### src/rtl/axi_lite_strb_slave_pkg.sv
// Shared response codes and width derivations for the AXI4-Lite strobe slave.
// Latency: none (constants and pure functions only).
// Backpressure: not applicable.
package axi_lite_strb_slave_pkg;

   localparam logic [1:0] RESP_OKAY   = 2'b00;
   localparam logic [1:0] RESP_SLVERR = 2'b10;
   localparam logic [1:0] RESP_DECERR = 2'b11;

   // One strobe bit per data byte.
   function automatic int strb_width(input int data_width);
      return data_width / 8;
   endfunction

   // Number of byte-offset address bits cleared to word-align user addresses.
   function automatic int addr_lsb(input int data_width);
      return $clog2(data_width / 8);
   endfunction

endpackage

### src/rtl/axi_lite_timeout_ctr.sv
// Counts cycles spent waiting for a user ack and flags expiry.
// Latency: expire is combinational from the count; fires in the TIMEOUT_CYCLES-th enabled cycle.
// Backpressure: none; TIMEOUT_CYCLES=0 means expire never asserts.
module axi_lite_timeout_ctr #(
   parameter int TIMEOUT_CYCLES = 256
) (
   input  logic clk,
   input  logic rst,
   input  logic clr,
   input  logic en,
   output logic expire
);

   generate
      if (TIMEOUT_CYCLES == 0) begin : g_never
         assign expire = 1'b0;
      end else begin : g_count
         localparam int CW = (TIMEOUT_CYCLES > 1) ? $clog2(TIMEOUT_CYCLES) : 1;
         logic [CW-1:0] cnt;

         // Cycle counter: held at zero while cleared, advances while enabled.
         always_ff @(posedge clk or posedge rst) begin
            if (rst) begin
               cnt <= '0;
            end else if (clr) begin
               cnt <= '0;
            end else if (en) begin
               cnt <= cnt + 1'b1;
            end
         end

         assign expire = en && !clr && (cnt == CW'(TIMEOUT_CYCLES - 1));
      end
   endgenerate

endmodule

### src/rtl/axi_lite_strb_slave.sv
// AXI4-Lite slave turning bus reads/writes into req/ack user register accesses with byte strobes.
// Latency: user req 1 cycle after the last AW/W/AR handshake; bvalid/rvalid 1 cycle after the user ack.
// Backpressure: one outstanding access per path; readies stay low until bready/rready completes it.
module axi_lite_strb_slave
   import axi_lite_strb_slave_pkg::*;
#(
   parameter int ADDR_WIDTH     = 16,
   parameter int DATA_WIDTH     = 32,
   parameter int TIMEOUT_CYCLES = 256,
   localparam int STRB_WIDTH    = strb_width(DATA_WIDTH)
) (
   input  logic                  clk,
   input  logic                  rst,
   input  logic                  i_awvalid,
   output logic                  o_awready,
   input  logic [ADDR_WIDTH-1:0] i_awaddr,
   input  logic                  i_wvalid,
   output logic                  o_wready,
   input  logic [DATA_WIDTH-1:0] i_wdata,
   input  logic [STRB_WIDTH-1:0] i_wstrb,
   output logic                  o_bvalid,
   input  logic                  i_bready,
   output logic [1:0]            o_bresp,
   input  logic                  i_arvalid,
   output logic                  o_arready,
   input  logic [ADDR_WIDTH-1:0] i_araddr,
   output logic                  o_rvalid,
   input  logic                  i_rready,
   output logic [1:0]            o_rresp,
   output logic [DATA_WIDTH-1:0] o_rdata,
   output logic                  o_wr_req,
   output logic [ADDR_WIDTH-1:0] o_wr_addr,
   output logic [DATA_WIDTH-1:0] o_wr_data,
   output logic [STRB_WIDTH-1:0] o_wr_strb,
   input  logic                  i_wr_ack_stb,
   input  logic                  i_wr_invalid_addr,
   output logic                  o_rd_req,
   output logic [ADDR_WIDTH-1:0] o_rd_addr,
   input  logic                  i_rd_ack_stb,
   input  logic [DATA_WIDTH-1:0] i_rd_data,
   input  logic                  i_rd_invalid_addr
);

   localparam int ADDR_LSB = addr_lsb(DATA_WIDTH);
   localparam logic [ADDR_WIDTH-1:0] ADDR_MASK = {ADDR_WIDTH{1'b1}} << ADDR_LSB;

   localparam logic [1:0] W_IDLE = 2'd0;
   localparam logic [1:0] W_USER = 2'd1;
   localparam logic [1:0] W_RESP = 2'd2;

   localparam logic [1:0] R_IDLE = 2'd0;
   localparam logic [1:0] R_USER = 2'd1;
   localparam logic [1:0] R_DATA = 2'd2;

   logic [1:0]            wstate;
   logic [1:0]            rstate;
   logic                  have_aw;
   logic                  have_w;
   logic                  aw_hs;
   logic                  w_hs;
   logic                  have_aw_n;
   logic                  have_w_n;
   logic [STRB_WIDTH-1:0] strb_n;
   logic                  wr_expire;
   logic                  rd_expire;

   assign aw_hs     = i_awvalid && o_awready;
   assign w_hs      = i_wvalid && o_wready;
   assign have_aw_n = have_aw || aw_hs;
   assign have_w_n  = have_w || w_hs;
   assign strb_n    = w_hs ? i_wstrb : o_wr_strb;

   axi_lite_timeout_ctr #(.TIMEOUT_CYCLES(TIMEOUT_CYCLES)) u_wr_timeout (
      .clk    (clk),
      .rst    (rst),
      .clr    (wstate != W_USER),
      .en     (wstate == W_USER),
      .expire (wr_expire)
   );

   axi_lite_timeout_ctr #(.TIMEOUT_CYCLES(TIMEOUT_CYCLES)) u_rd_timeout (
      .clk    (clk),
      .rst    (rst),
      .clr    (rstate != R_USER),
      .en     (rstate == R_USER),
      .expire (rd_expire)
   );

   // Write path: collect AW and W in any order, run the user access, then return B.
   always_ff @(posedge clk or posedge rst) begin
      if (rst) begin
         wstate    <= W_IDLE;
         have_aw   <= 1'b0;
         have_w    <= 1'b0;
         o_awready <= 1'b0;
         o_wready  <= 1'b0;
         o_wr_req  <= 1'b0;
         o_wr_addr <= '0;
         o_wr_data <= '0;
         o_wr_strb <= '0;
         o_bvalid  <= 1'b0;
         o_bresp   <= RESP_OKAY;
      end else begin
         case (wstate)
            W_IDLE: begin
               if (aw_hs) begin
                  o_wr_addr <= i_awaddr & ADDR_MASK;
               end
               if (w_hs) begin
                  o_wr_data <= i_wdata;
                  o_wr_strb <= i_wstrb;
               end
               if (have_aw_n && have_w_n) begin
                  have_aw   <= 1'b0;
                  have_w    <= 1'b0;
                  o_awready <= 1'b0;
                  o_wready  <= 1'b0;
                  // An all-zero strobe writes nothing, so skip the user side.
                  if (strb_n == '0) begin
                     o_bresp  <= RESP_OKAY;
                     o_bvalid <= 1'b1;
                     wstate   <= W_RESP;
                  end else begin
                     o_wr_req <= 1'b1;
                     wstate   <= W_USER;
                  end
               end else begin
                  have_aw   <= have_aw_n;
                  have_w    <= have_w_n;
                  o_awready <= !have_aw_n;
                  o_wready  <= !have_w_n;
               end
            end
            W_USER: begin
               // The ack takes priority over a timeout landing in the same cycle.
               if (i_wr_ack_stb) begin
                  o_wr_req <= 1'b0;
                  o_bresp  <= i_wr_invalid_addr ? RESP_DECERR : RESP_OKAY;
                  o_bvalid <= 1'b1;
                  wstate   <= W_RESP;
               end else if (wr_expire) begin
                  o_wr_req <= 1'b0;
                  o_bresp  <= RESP_SLVERR;
                  o_bvalid <= 1'b1;
                  wstate   <= W_RESP;
               end
            end
            W_RESP: begin
               if (i_bready) begin
                  o_bvalid  <= 1'b0;
                  o_awready <= 1'b1;
                  o_wready  <= 1'b1;
                  wstate    <= W_IDLE;
               end
            end
            default: wstate <= W_IDLE;
         endcase
      end
   end

   // Read path: accept AR, run the user access, then hold R until accepted.
   always_ff @(posedge clk or posedge rst) begin
      if (rst) begin
         rstate    <= R_IDLE;
         o_arready <= 1'b0;
         o_rd_req  <= 1'b0;
         o_rd_addr <= '0;
         o_rvalid  <= 1'b0;
         o_rresp   <= RESP_OKAY;
         o_rdata   <= '0;
      end else begin
         case (rstate)
            R_IDLE: begin
               if (i_arvalid && o_arready) begin
                  o_rd_addr <= i_araddr & ADDR_MASK;
                  o_arready <= 1'b0;
                  o_rd_req  <= 1'b1;
                  rstate    <= R_USER;
               end else begin
                  o_arready <= 1'b1;
               end
            end
            R_USER: begin
               if (i_rd_ack_stb) begin
                  o_rd_req <= 1'b0;
                  o_rdata  <= i_rd_data;
                  o_rresp  <= i_rd_invalid_addr ? RESP_DECERR : RESP_OKAY;
                  o_rvalid <= 1'b1;
                  rstate   <= R_DATA;
               end else if (rd_expire) begin
                  o_rd_req <= 1'b0;
                  o_rdata  <= '0;
                  o_rresp  <= RESP_SLVERR;
                  o_rvalid <= 1'b1;
                  rstate   <= R_DATA;
               end
            end
            R_DATA: begin
               if (i_rready) begin
                  o_rvalid  <= 1'b0;
                  o_arready <= 1'b1;
                  rstate    <= R_IDLE;
               end
            end
            default: rstate <= R_IDLE;
         endcase
      end
   end

endmodule

### config.mk
export PLATFORM = sky130hd
export DESIGN_NAME = axi_lite_strb_slave
export DESIGN_NICKNAME = d
export VERILOG_FILES = /design/src/rtl/axi_lite_strb_slave_pkg.sv /design/src/rtl/axi_lite_timeout_ctr.sv /design/src/rtl/axi_lite_strb_slave.sv
export SDC_FILE = /design/constraint.sdc
export NUM_CORES = 1
export LEC_CHECK = 0
export ABC_AREA = 0
export BUFFER_PORTS_ARGS = -buffer_cell sky130_fd_sc_hd__buf_2
export CORE_MARGIN = 3
export CORE_UTILIZATION = 48
export CTS_CLUSTER_DIAMETER = 30
export DETAILED_ROUTE_END_ITERATION = 8
export PLACE_DENSITY = 0.84
export SKIP_CTS_REPAIR_TIMING = 1
export SLEW_MARGIN = 20
export SYNTH_ARGS = -nofsm -noshare
export SYNTH_HDL_FRONTEND = slang
export SYNTH_SLANG_ARGS = --single-unit
### constraint.sdc
create_clock -name clk -period 5.7 [get_ports clk]
set_clock_uncertainty 0.2 [all_clocks]
set_input_delay 1.71 -clock clk [delete_from_list [all_inputs] [get_ports clk]]
set_output_delay 1.71 -clock clk [all_outputs]
set_load 0.01 [all_outputs]
==> impl_results.md, run 1 <==
- Status: finished clean
- Post-synthesis sequential area ratio: 62.12%
- Critical path class: flop to output port
- RR Startpoint: wstate[0]
- Cell Area, Placed: 0.006295 sq mm
- Seq pwr share: 38.7%
- Pre-antenna DRT Iters: 4
- Iter 0 DRT Violations: 138
- Synthesized cell area: 0.005196 sq mm
- Pin count of the biggest net entering global routing: 55
- Total clock sinks: 129
- RSZ-0062 raised after global routing: no
- First-pass GRT wire length: 17800 um
- H-tree depth: 4
- Most frequent cells in the layout: buf_2, dfrtp_1, a22o_1, mux2_2, mux2_4
- Crit. Startpoint: o_bvalid
- Longest Clk Path Bufs: 2
- Lkg Pwr: 3.511 nW
- Nets: 687
- Internal cell power: 0.002732 W
- FP Rows: 37
- Levels on crit path: 1
- Vias in the first global route: 3721
- Initial Util: 49.89%
- Initial antenna violation count: 0
- WL per Instance: 16.57 um
- I/O Pins: 222
- CP arrival: 1.09 ns
- Max-slew violation count: 0
- Least-Margin Pin Slew: 0.7942 ns
- R2R cell count: 3
- Total die area: 0.01211 sq mm
- DRC violations left: 0
- GRT overflow: 0
- Clock share of power: 25.4%
- Pwr dens: 596.6 mW/mm^2
- Worst stage delay on the critical path: 0.43 ns
- Detailed placer's ending HPWL: 8721 um
- Commonest non-fill, non-tap cell in the layout: buf_2
- Final ANT Viol Nets: 0
- Synthesized instance count: 357
- Synth Area per Inst: 14.56 sq um
- Post-placement worst setup slack: 2.361 ns
- Switch share: 33.43%
- Worst Hold Slack: 0.2860 ns
- Global-route met2 utilization: 32.93%
- Core area: 0.01042 sq mm
- Cts bufs inserted: 17
- Synthesis-stage register bit count: 129
- Leading area contributor after synthesis: dfrtp_1
- M1 GR Usage: 22.56%
- Finished Cell Area: 0.006879 sq mm
- Final min period: 2.996 ns
- Fmax achieved: 0.3337 GHz
- Tightest Hold Check Type: flop to flop
- Slowest CP cell: dfrtp_1
- NetSw: 0.001372 W
- # diodes: 0
- Worst path required time: 3.79 ns
- Global-route usage over all layers: 19.23%
- Hold_sp: u_rd_timeout.g_count.cnt[0]
- Die Ht: 110.0 um
- Routability Congestion: 0.7684
- Met3 usage: 6.989%
- Share of cells above drive strength 1: 53.83%
- TritonCTS clock tree: built
- CP bufs+invs: 1
- WL final: 11980 um
- Post-synthesis cell type count: 46
- Root Driver: clkbuf_8
- Worst relative slew slack: 47.05%
- Final period util: 52.57%
- Combinational Power Share: 35.9%
- Final TNS setup: 0 ns
- Crit-path cells: buf_2
- Hold Vio Cnt, Final: 0
- Peak VDD IR: 0.3435 mV
- Avg Vias per Cell: 5.090
- Clock Latency Late Sink: 0.50 ns
- Max Cap Viol: 0
- Port bufs: 213
- Horiz. Die Dim: 110.0 um
- Worst hold stages: 1
- Warnings from Yosys: 0
- Largest cells by area after synthesis: dfrtp_1, mux2_4, mux2_2
- GR peak layer: met2
- Area fraction of the dominant cell type after synthesis: 62.12%
- Layout area overhead: 32.39%
- Reg clk slew, reported paths: 0.06 ns
- Startpoint type of the worst setup path: flop
- Via count: 3680
- Setup-failing EPs final: 0
- Worst-path fanout max: 4
- Family with the most delay on the worst path: flip-flops
- Crit end category: output port
- Final worst setup slack: 2.704 ns
final timing paths:
check	end	slack, ns
max	o_bvalid	2.70
min	u_rd_timeout.g_count.cnt[0]	0.29
max reg2reg	o_wr_data[31]	3.31
min reg2reg	u_rd_timeout.g_count.cnt[0]	0.29
max in group asynchronous	o_rdata[11]	3.26
min in group asynchronous	o_bresp[0]	1.10
layer usage:
metal / up-vias / wire length [um]
li1: 1710 / -
met1: 1778 / 4835
met2: 183 / 5896
met3: 9 / 1148
met4: 0 / 100
met5: - / 0
stage by stage:
| stage | util [%] | power (W) | std cells |
|---|---|---|---|
| floorplan | - | 0.002530 | 360 |
| global placement | 60.43 | 0.003001 | 691 |
| detailed placement | 60.43 | 0.003073 | 691 |
| CTS | 66.03 | 0.004148 | 723 |
| global route | 66.04 | 0.004348 | 723 |
| finish | 66.04 | 0.004104 | 723 |
cell usage after synthesis, drive strengths merged:
master	count
and2	2
nand2b	2
buf	18
nand3	7
nor4	2
and3	5
ha	2
a31oi	2
nor2	19
clkbuf	2
nor3	2
mux2i	1
a21oi	6
o21ai	4
nor2b	1
o31a	1
and4	2
nand4	1
xnor2	3
o22a	4
dfrtp	129
o311ai	1
o21a	1
a32oi	1
nand3b	2
a22o	33
o21bai	1
xor2	9
nand2	12
inv	9
mux2	64
o31ai	3
a41oi	1
a31o	1
o22ai	1
or2	2
conb	1
power by group through the flow:
| stage | clock network (W) | logic (W) | registers [W] |
|---|---|---|---|
| floorplan | 0 | 0.000790 | 0.00174 |
| global placement | 0 | 0.00144 | 0.00156 |
| detailed placement | 0 | 0.00148 | 0.00159 |
| CTS | 0.00107 | 0.00150 | 0.00159 |
| global route | 0.00111 | 0.00160 | 0.00164 |
| finish | 0.00104 | 0.00147 | 0.00159 |
logic make-up after synthesis:
| logic type | share of synthesized area [%] |
|---|---|
| AOI/OAI and AO/OA | 9.126 |
| xor gates and xnor gates | 2.023 |
| adders and majority gates | 0.4815 |
| buffers and inverters | 3.853 |
| DFF | 62.12 |
| muxes | 16.16 |
| other | 0.07217 |
| and+or+nand+nor | 6.164 |
state kept, by name (all words and copies together), names as in the netlist:
| name | flops |
|---|---|
| have_aw | 1 |
| have_w | 1 |
| o_arready | 1 |
| o_awready | 1 |
| o_bresp | 2 |
| o_bvalid | 1 |
| o_rd_addr | 14 |
| o_rd_req | 1 |
| o_rdata | 32 |
| o_rresp | 2 |
| o_rvalid | 1 |
| o_wr_addr | 14 |
| o_wr_data | 32 |
| o_wr_req | 1 |
| o_wr_strb | 4 |
| o_wready | 1 |
| rstate | 2 |
| u_rd_timeout.g_count.cnt | 8 |
| u_wr_timeout.g_count.cnt | 8 |
| wstate | 2 |
final cells by class:
type / count / area, sq um
Timing Repair Buffer: 215 / 1081
Inverter: 9 / 36.28
Sequential cell: 129 / 3228
Clock inverter: 14 / 155.1
Clock buffer: 18 / 427.9
Tap cell: 136 / 170.2
Fill cell: 746 / 3537
Multi-Input combinational cell: 202 / 1780
Note: power is estimated with default switching activity, not from simulation.
==> run 2, diff against run 1 <==
--- a/config.mk
+++ b/config.mk
@@ -8,10 +8,10 @@
 export ABC_AREA = 0
 export BUFFER_PORTS_ARGS = -buffer_cell sky130_fd_sc_hd__buf_2
 export CORE_MARGIN = 3
-export CORE_UTILIZATION = 48
+export CORE_UTILIZATION = 43
 export CTS_CLUSTER_DIAMETER = 30
 export DETAILED_ROUTE_END_ITERATION = 8
-export PLACE_DENSITY = 0.84
+export PLACE_DENSITY = 0.8
 export SKIP_CTS_REPAIR_TIMING = 1
 export SLEW_MARGIN = 20
 export SYNTH_ARGS = -nofsm -noshare
==> constraint.sdc (replaced) <==
create_clock -name clk -period 2.74 [get_ports clk]
set_clock_uncertainty 0.2 [all_clocks]
set_input_delay 0.822 -clock clk [delete_from_list [all_inputs] [get_ports clk]]
set_output_delay 0.822 -clock clk [all_outputs]
set_load 0.01 [all_outputs]
==> run 2 against run 1 <==
  * Non-clock buffer count is 3 higher
  * Global-route usage fell by 1.5 points
  * Cell area is 2.2% higher
  * Via count increased by 1.2%
  * Sequential cell count stayed put
  * Hold slack gained 0.0035 ns
  * Setup slack worse by 2.1 ns
  * Wire length fell by 1.7%
==> impl_results.md, run 2 (synthesized netlist as in run 1, its figures left out) <==
- Status: finished clean
- Crit end category: flop
- Die Ht: 115.9 um
- Worst relative slew slack: 55.47%
- Vias in the first global route: 3917
- Storage cell area: 0.003228 sq mm
- # diodes: 0
- Final min period: 2.159 ns
- First-pass GRT wire length: 18420 um
- Lkg Pwr: 3.574 nW
- Share of cells above drive strength 1: 53.73%
- Worst path required time: 2.83 ns
- Multi-input combinational cell area: 0.001779 sq mm
- Final period util: 78.81%
- Fmax achieved: 0.4631 GHz
- Iter 0 DRT Violations: 167
- Crit-path cells: nor2_1, and3_1, mux2_2
- Setup-failing EPs final: 0
- Horiz. Die Dim: 115.9 um
- Critical path class: flop to flop
- Detailed placer's ending HPWL: 8564 um
- Finished Layout Cells: 733
- Tightest Hold Check Type: flop to flop
- Finished Cell Area: 0.007028 sq mm
- Pin count of the biggest net entering global routing: 87
- Peak VDD IR: 0.6371 mV
- Routability Congestion: 0.7652
- I/O Pins: 222
- Startpoint type of the worst setup path: flop
- TritonCTS clock tree: built
- DRC violations left: 0
- Worst-path fanout max: 15
- Inst Count DP: 701
- Layout area overhead: 35.25%
- Global-route usage over all layers: 17.69%
- Crit. Startpoint: wstate[0]
- Cts bufs inserted: 17
- Final Power: 0.008933 W
- Commonest non-fill, non-tap cell in the layout: buf_2
- Most frequent cells in the layout: buf_2, dfrtp_1, a22o_1, mux2_2, mux2_4
- Pre-antenna DRT Iters: 4
- GRT overflow: 0
- Max-slew violation count: 0
- Reg clk slew, reported paths: 0.06 ns
- Via count: 3724
- Least-Margin Pin Slew: 0.6679 ns
- Core area: 0.01161 sq mm
- Pwr dens: 1271 mW/mm^2
- Slowest CP cell: and3_1
- WL final: 11780 um
- FP Rows: 39
- CP arrival: 2.25 ns
- # fillers: 906
- WL per Instance: 16.07 um
- RR Startpoint: wstate[0]
- Port bufs: 213
- Final TNS setup: 0 ns
- Final ANT Viol Nets: 0
- Hold Vio Cnt, Final: 0
- Nets: 690
- Total die area: 0.01344 sq mm
- Max Cap Viol: 0
- Avg Vias per Cell: 5.080
- Biggest regs: o_rdata (32), o_wr_data (32)
- Cell Area, Placed: 0.006352 sq mm
- Longest Clk Path Bufs: 2
- H-tree depth: 4
- Hold_sp: u_rd_timeout.g_count.cnt[0]
- Clock Latency Late Sink: 0.40 ns
- Final core utilization: 60.51%
- Initial antenna violation count: 0
- Root Driver: clkbuf_16
- Total clock sinks: 129
- RSZ-0062 raised after global routing: no
- Initial Util: 44.74%
- Worst stage delay on the critical path: 0.64 ns
run 2: layer usage:
| metal | routed length [um] | global-route usage, % | up-vias | part of all wire, % |
|---|---|---|---|---|
| met5 | 0 | 0 | - | 0 |
| met4 | 250 | 8.043 | 0 | 2.1 |
| met3 | 970 | 6.632 | 22 | 8.2 |
| li1 | - | - | 1709 | - |
| met1 | 4677 | 20.09 | 1812 | 40 |
| met2 | 5880 | 29.73 | 181 | 50 |
run 2: final timing paths:
kind	to	slack [ns]	cells past startpoint
min in group asynchronous	o_rd_addr[11]	0.35	3
worst min-delay path	u_rd_timeout.g_count.cnt[0]	0.29	1
worst max register to register	o_wr_addr[15]	0.58	3
worst max-delay path	o_wr_addr[15]	0.58	3
max in group asynchronous	o_rdata[19]	1.57	3
worst min register to register	u_rd_timeout.g_count.cnt[0]	0.29	1
run 2: cell type report:
type,count,area share [%]
inverters,9,0.5341
clock inverters,13,3.311
repair buffers,218,16.06
well taps,143,2.546
clock buffers,19,6.302
flip-flops and latches,129,45.93
multi-input cells,202,25.32
run 2: worst max-delay path, delay by kind of cell, from the launching register on:
| family | cells | cell delay, ns |
|---|---|---|
| multiplexers | 1 | 0.42 |
| AND/OR/NAND/NOR | 2 | 0.93 |
| flip-flops | 1 | 0.50 |
run 2: report_power, final:
part / internal, W / switching, W / leakage [nW] / total (W)
Clock: 0.00173 / 0.000814 / 0.328 / 0.00255
Combinational: 0.00162 / 0.00148 / 1.67 / 0.00310
Sequential: 0.00276 / 0.000524 / 1.58 / 0.00328
run 2: per-stage QoR:
step / hold WS (ns) / worst slack, ns
6_report: 0.2894 / 0.5806
5_1_grt: 0.2972 / 0.4739
3_3_place_gp: 0.2603 / 0.5224
4_1_cts: 0.2870 / 0.5891
2_1_floorplan: 0.2476 / 0.1228
3_5_place_dp: 0.2794 / 0.4748
==> run 3, diff against run 2 <==
--- a/config.mk
+++ b/config.mk
@@ -5,13 +5,13 @@
 export SDC_FILE = /design/constraint.sdc
 export NUM_CORES = 1
 export LEC_CHECK = 0
-export ABC_AREA = 0
+export ABC_AREA = 1
 export BUFFER_PORTS_ARGS = -buffer_cell sky130_fd_sc_hd__buf_2
 export CORE_MARGIN = 3
-export CORE_UTILIZATION = 43
+export CORE_UTILIZATION = 48
 export CTS_CLUSTER_DIAMETER = 30
 export DETAILED_ROUTE_END_ITERATION = 8
-export PLACE_DENSITY = 0.8
+export PLACE_DENSITY = 0.84
 export SKIP_CTS_REPAIR_TIMING = 1
 export SLEW_MARGIN = 20
 export SYNTH_ARGS = -nofsm -noshare
==> constraint.sdc (replaced) <==
create_clock -name clk -period 2 [get_ports clk]
set_clock_uncertainty 0.2 [all_clocks]
set_input_delay 0.6 -clock clk [delete_from_list [all_inputs] [get_ports clk]]
set_output_delay 0.6 -clock clk [all_outputs]
set_load 0.01 [all_outputs]
==> run 3 against run 2 <==
  * Sequential share of layout area is essentially flat
  * First-iteration DRC count grew 87%
  * Hold slack lost 0.18 ns
  * Sequential power grew 31%
  * Largest cell class unchanged
  * Setup slack lost 0.44 ns
  * Combinational power grew 27%
  * Global-route usage grew 2.6 points
  * Non-clock buffer count grew 5
  * Critical endpoint is now o_wready
  * Core utilization grew 6.6 points
  * Wire length grew 2.3%
  * Critical path depth shrank 2
==> impl_results.md, run 3 <==
- Pwr dens: 1588 mW/mm^2
- Status: finished clean
- Levels on crit path: 1
- WL final: 12050 um
- Clock Latency Late Sink: 0.50 ns
- Crit. Startpoint: o_wready
- RR Endpoint: o_bresp[1]
- Final period util: 93.13%
- # diodes: 0
- Most frequent cells in the layout: nand2_1, buf_2, dfrtp_1
- Leading area contributor after synthesis: dfrtp_1
- Commonest non-fill, non-tap cell in the layout: nand2_1
- Via count: 4472
- Asr flop ratio synth: 100.0%
- Final TNS setup: 0 ns
- Synthesized cell area: 0.005243 sq mm
- Post-synthesis cell type count: 28
- Total die area: 0.01221 sq mm
- Lkg Pwr: 3.961 nW
- Initial Util: 50.11%
- Synth Area per Inst: 9.230 sq um
- Pre-antenna DRT Iters: 5
- Setup-failing EPs final: 0
- # fillers: 876
- RSZ-0062 raised after global routing: no
- Multi-input combinational cell area: 0.001778 sq mm
- Fmax achieved: 0.5369 GHz
- Max-slew violation count: 0
- Global-route usage over all layers: 20.31%
- Post-synthesis sequential area ratio: 61.58%
- Post-synth EDFFs: 0
- Area fraction of the dominant cell type after synthesis: 61.58%
- Root Driver: clkbuf_8
- DRC violations left: 0
- Avg Vias per Cell: 4.768
- Nets: 902
- Hold Vio Cnt, Final: 0
- Die Ht: 110.5 um
- TritonCTS clock tree: built
- Crit end category: output port
- Critical path class: flop to output port
- Reg clk slew, reported paths: 0.06 ns
- Routability Congestion: 0.7816
- Commonest cells post-synth: nand2_1, dfrtp_1, nand3_1
- WL per Instance: 12.85 um
- Worst stage delay on the critical path: 0.42 ns
- Warnings from Yosys: 0
- Least-Margin Pin Slew: 0.5436 ns
- Cell Area, Placed: 0.006441 sq mm
- Worst Hold Slack: 0.1051 ns
- Final min period: 1.863 ns
- CP arrival: 1.06 ns
- I/O Pins: 222
- Cts bufs inserted: 17
- Max Cap Viol: 0
- Layout area overhead: 34.03%
- Flop2flop setup slack: 0.20 ns
- Vias in the first global route: 4260
- Crit-path cells: buf_2
- H-tree depth: 4
- FP Rows: 37
- Synthesis-stage register bit count: 129
- CP bufs+invs: 1
- Final worst setup slack: 0.1374 ns
- Peak VDD IR: 0.6641 mV
- First-pass GRT wire length: 20520 um
- Critical path endpoint: o_wready
- Synthesized instance count: 568
- Count leader, synth: nand2_1
- Worst hold stages: 3
- Core area: 0.01046 sq mm
- Horiz. Die Dim: 110.5 um
- Startpoint type of the worst setup path: flop
- Storage cell area: 0.003228 sq mm
- R2R cell count: 10
- Tightest Hold Check Type: input pin to flop
- Family with the most delay on the worst path: flip-flops
- Share of cells above drive strength 1: 35.79%
- Biggest regs: o_rdata (32), o_wr_data (32)
- Ys flop type: dfrtp_1
- Longest Clk Path Bufs: 2
- Iter 0 DRT Violations: 313
- GRT overflow: 0
- Worst path required time: 1.20 ns
- Total clock sinks: 129
- RR Startpoint: u_wr_timeout.g_count.cnt[0]
- Initial antenna violation count: 0
- Finished Cell Area: 0.007027 sq mm
- Post-placement worst setup slack: 0.03964 ns
- Final Power: 0.01116 W
- Pin count of the biggest net entering global routing: 56
- Final ANT Viol Nets: 0
- Port bufs: 213
- Slowest CP cell: dfrtp_1
- Largest cells by area after synthesis: dfrtp_1, nand2_1, nand3_1
- Detailed placer's ending HPWL: 8929 um
- Worst relative slew slack: 63.71%
- Worst-path fanout max: 5
run 3: cells by family after synthesis:
kind of cell | Yosys count | share of synthesized area (%)
compound gates | 25 | 2.554
xor+xnor | 2 | 0.3342
fa+ha+maj | 2 | 0.4773
buf+inv | 48 | 4.821
flops | 129 | 61.58
mux | 14 | 3.007
other cells | 1 | 0.07153
simple gates | 347 | 27.16
run 3: layer usage:
metal	global-route usage, %	vias up	routed length (um)	part of all wire [%]
li1	-	2216	-	-
met1	26.37	2087	4972	41
met2	33.50	157	6186	51
met3	5.096	12	723	6.0
met4	6.650	0	172	1.4
met5	0	-	0	0
run 3: report_power, final:
group | switching, W | internal [W] | total, W
Sequential | 0.000586 | 0.00372 | 0.00430
Combinational | 0.00238 | 0.00157 | 0.00395
Clock | 0.00113 | 0.00178 | 0.00291
Total | 0.00409 | 0.00707 | 0.0112
run 3: worst min-delay path by stage:
stage	slack, ns	startpoint	endpoint
finish	0.11	i_wdata[18]	o_wr_data[18]
global route	0.08	i_wdata[1]	o_wr_data[1]
CTS	-0.20	rst	o_rdata[29]
detailed placement	0.25	o_wr_data[27]	o_wr_data[27]
global placement	0.25	u_wr_timeout.g_count.cnt[0]	u_wr_timeout.g_count.cnt[0]
floorplan	0.23	u_wr_timeout.g_count.cnt[0]	u_wr_timeout.g_count.cnt[0]
run 3: layout make-up:
| class | count | share of cell area, % |
|---|---|---|
| repair buffers | 223 | 16.81 |
| well taps | 136 | 2.422 |
| flip-flops and latches | 129 | 45.94 |
| clock buffers | 17 | 5.894 |
| multi-input cells | 394 | 25.30 |
| clock inverters | 15 | 2.261 |
| inverters | 24 | 1.371 |
run 3: tightest hold or removal path: cells and delay by family:
| kind | cells | cell delay, ns |
|---|---|---|
| AND/OR/NAND/NOR | 2 | 0.09 |
| buffers and inverters | 1 | 0.07 |
run 3: metrics by stage:
step                      util [%]  std cells
final                        67.16        938
after global routing         67.16        938
after CTS                    67.04        937
after detailed placement     61.56        905
after global placement       61.56        905
after floorplan                  -        571
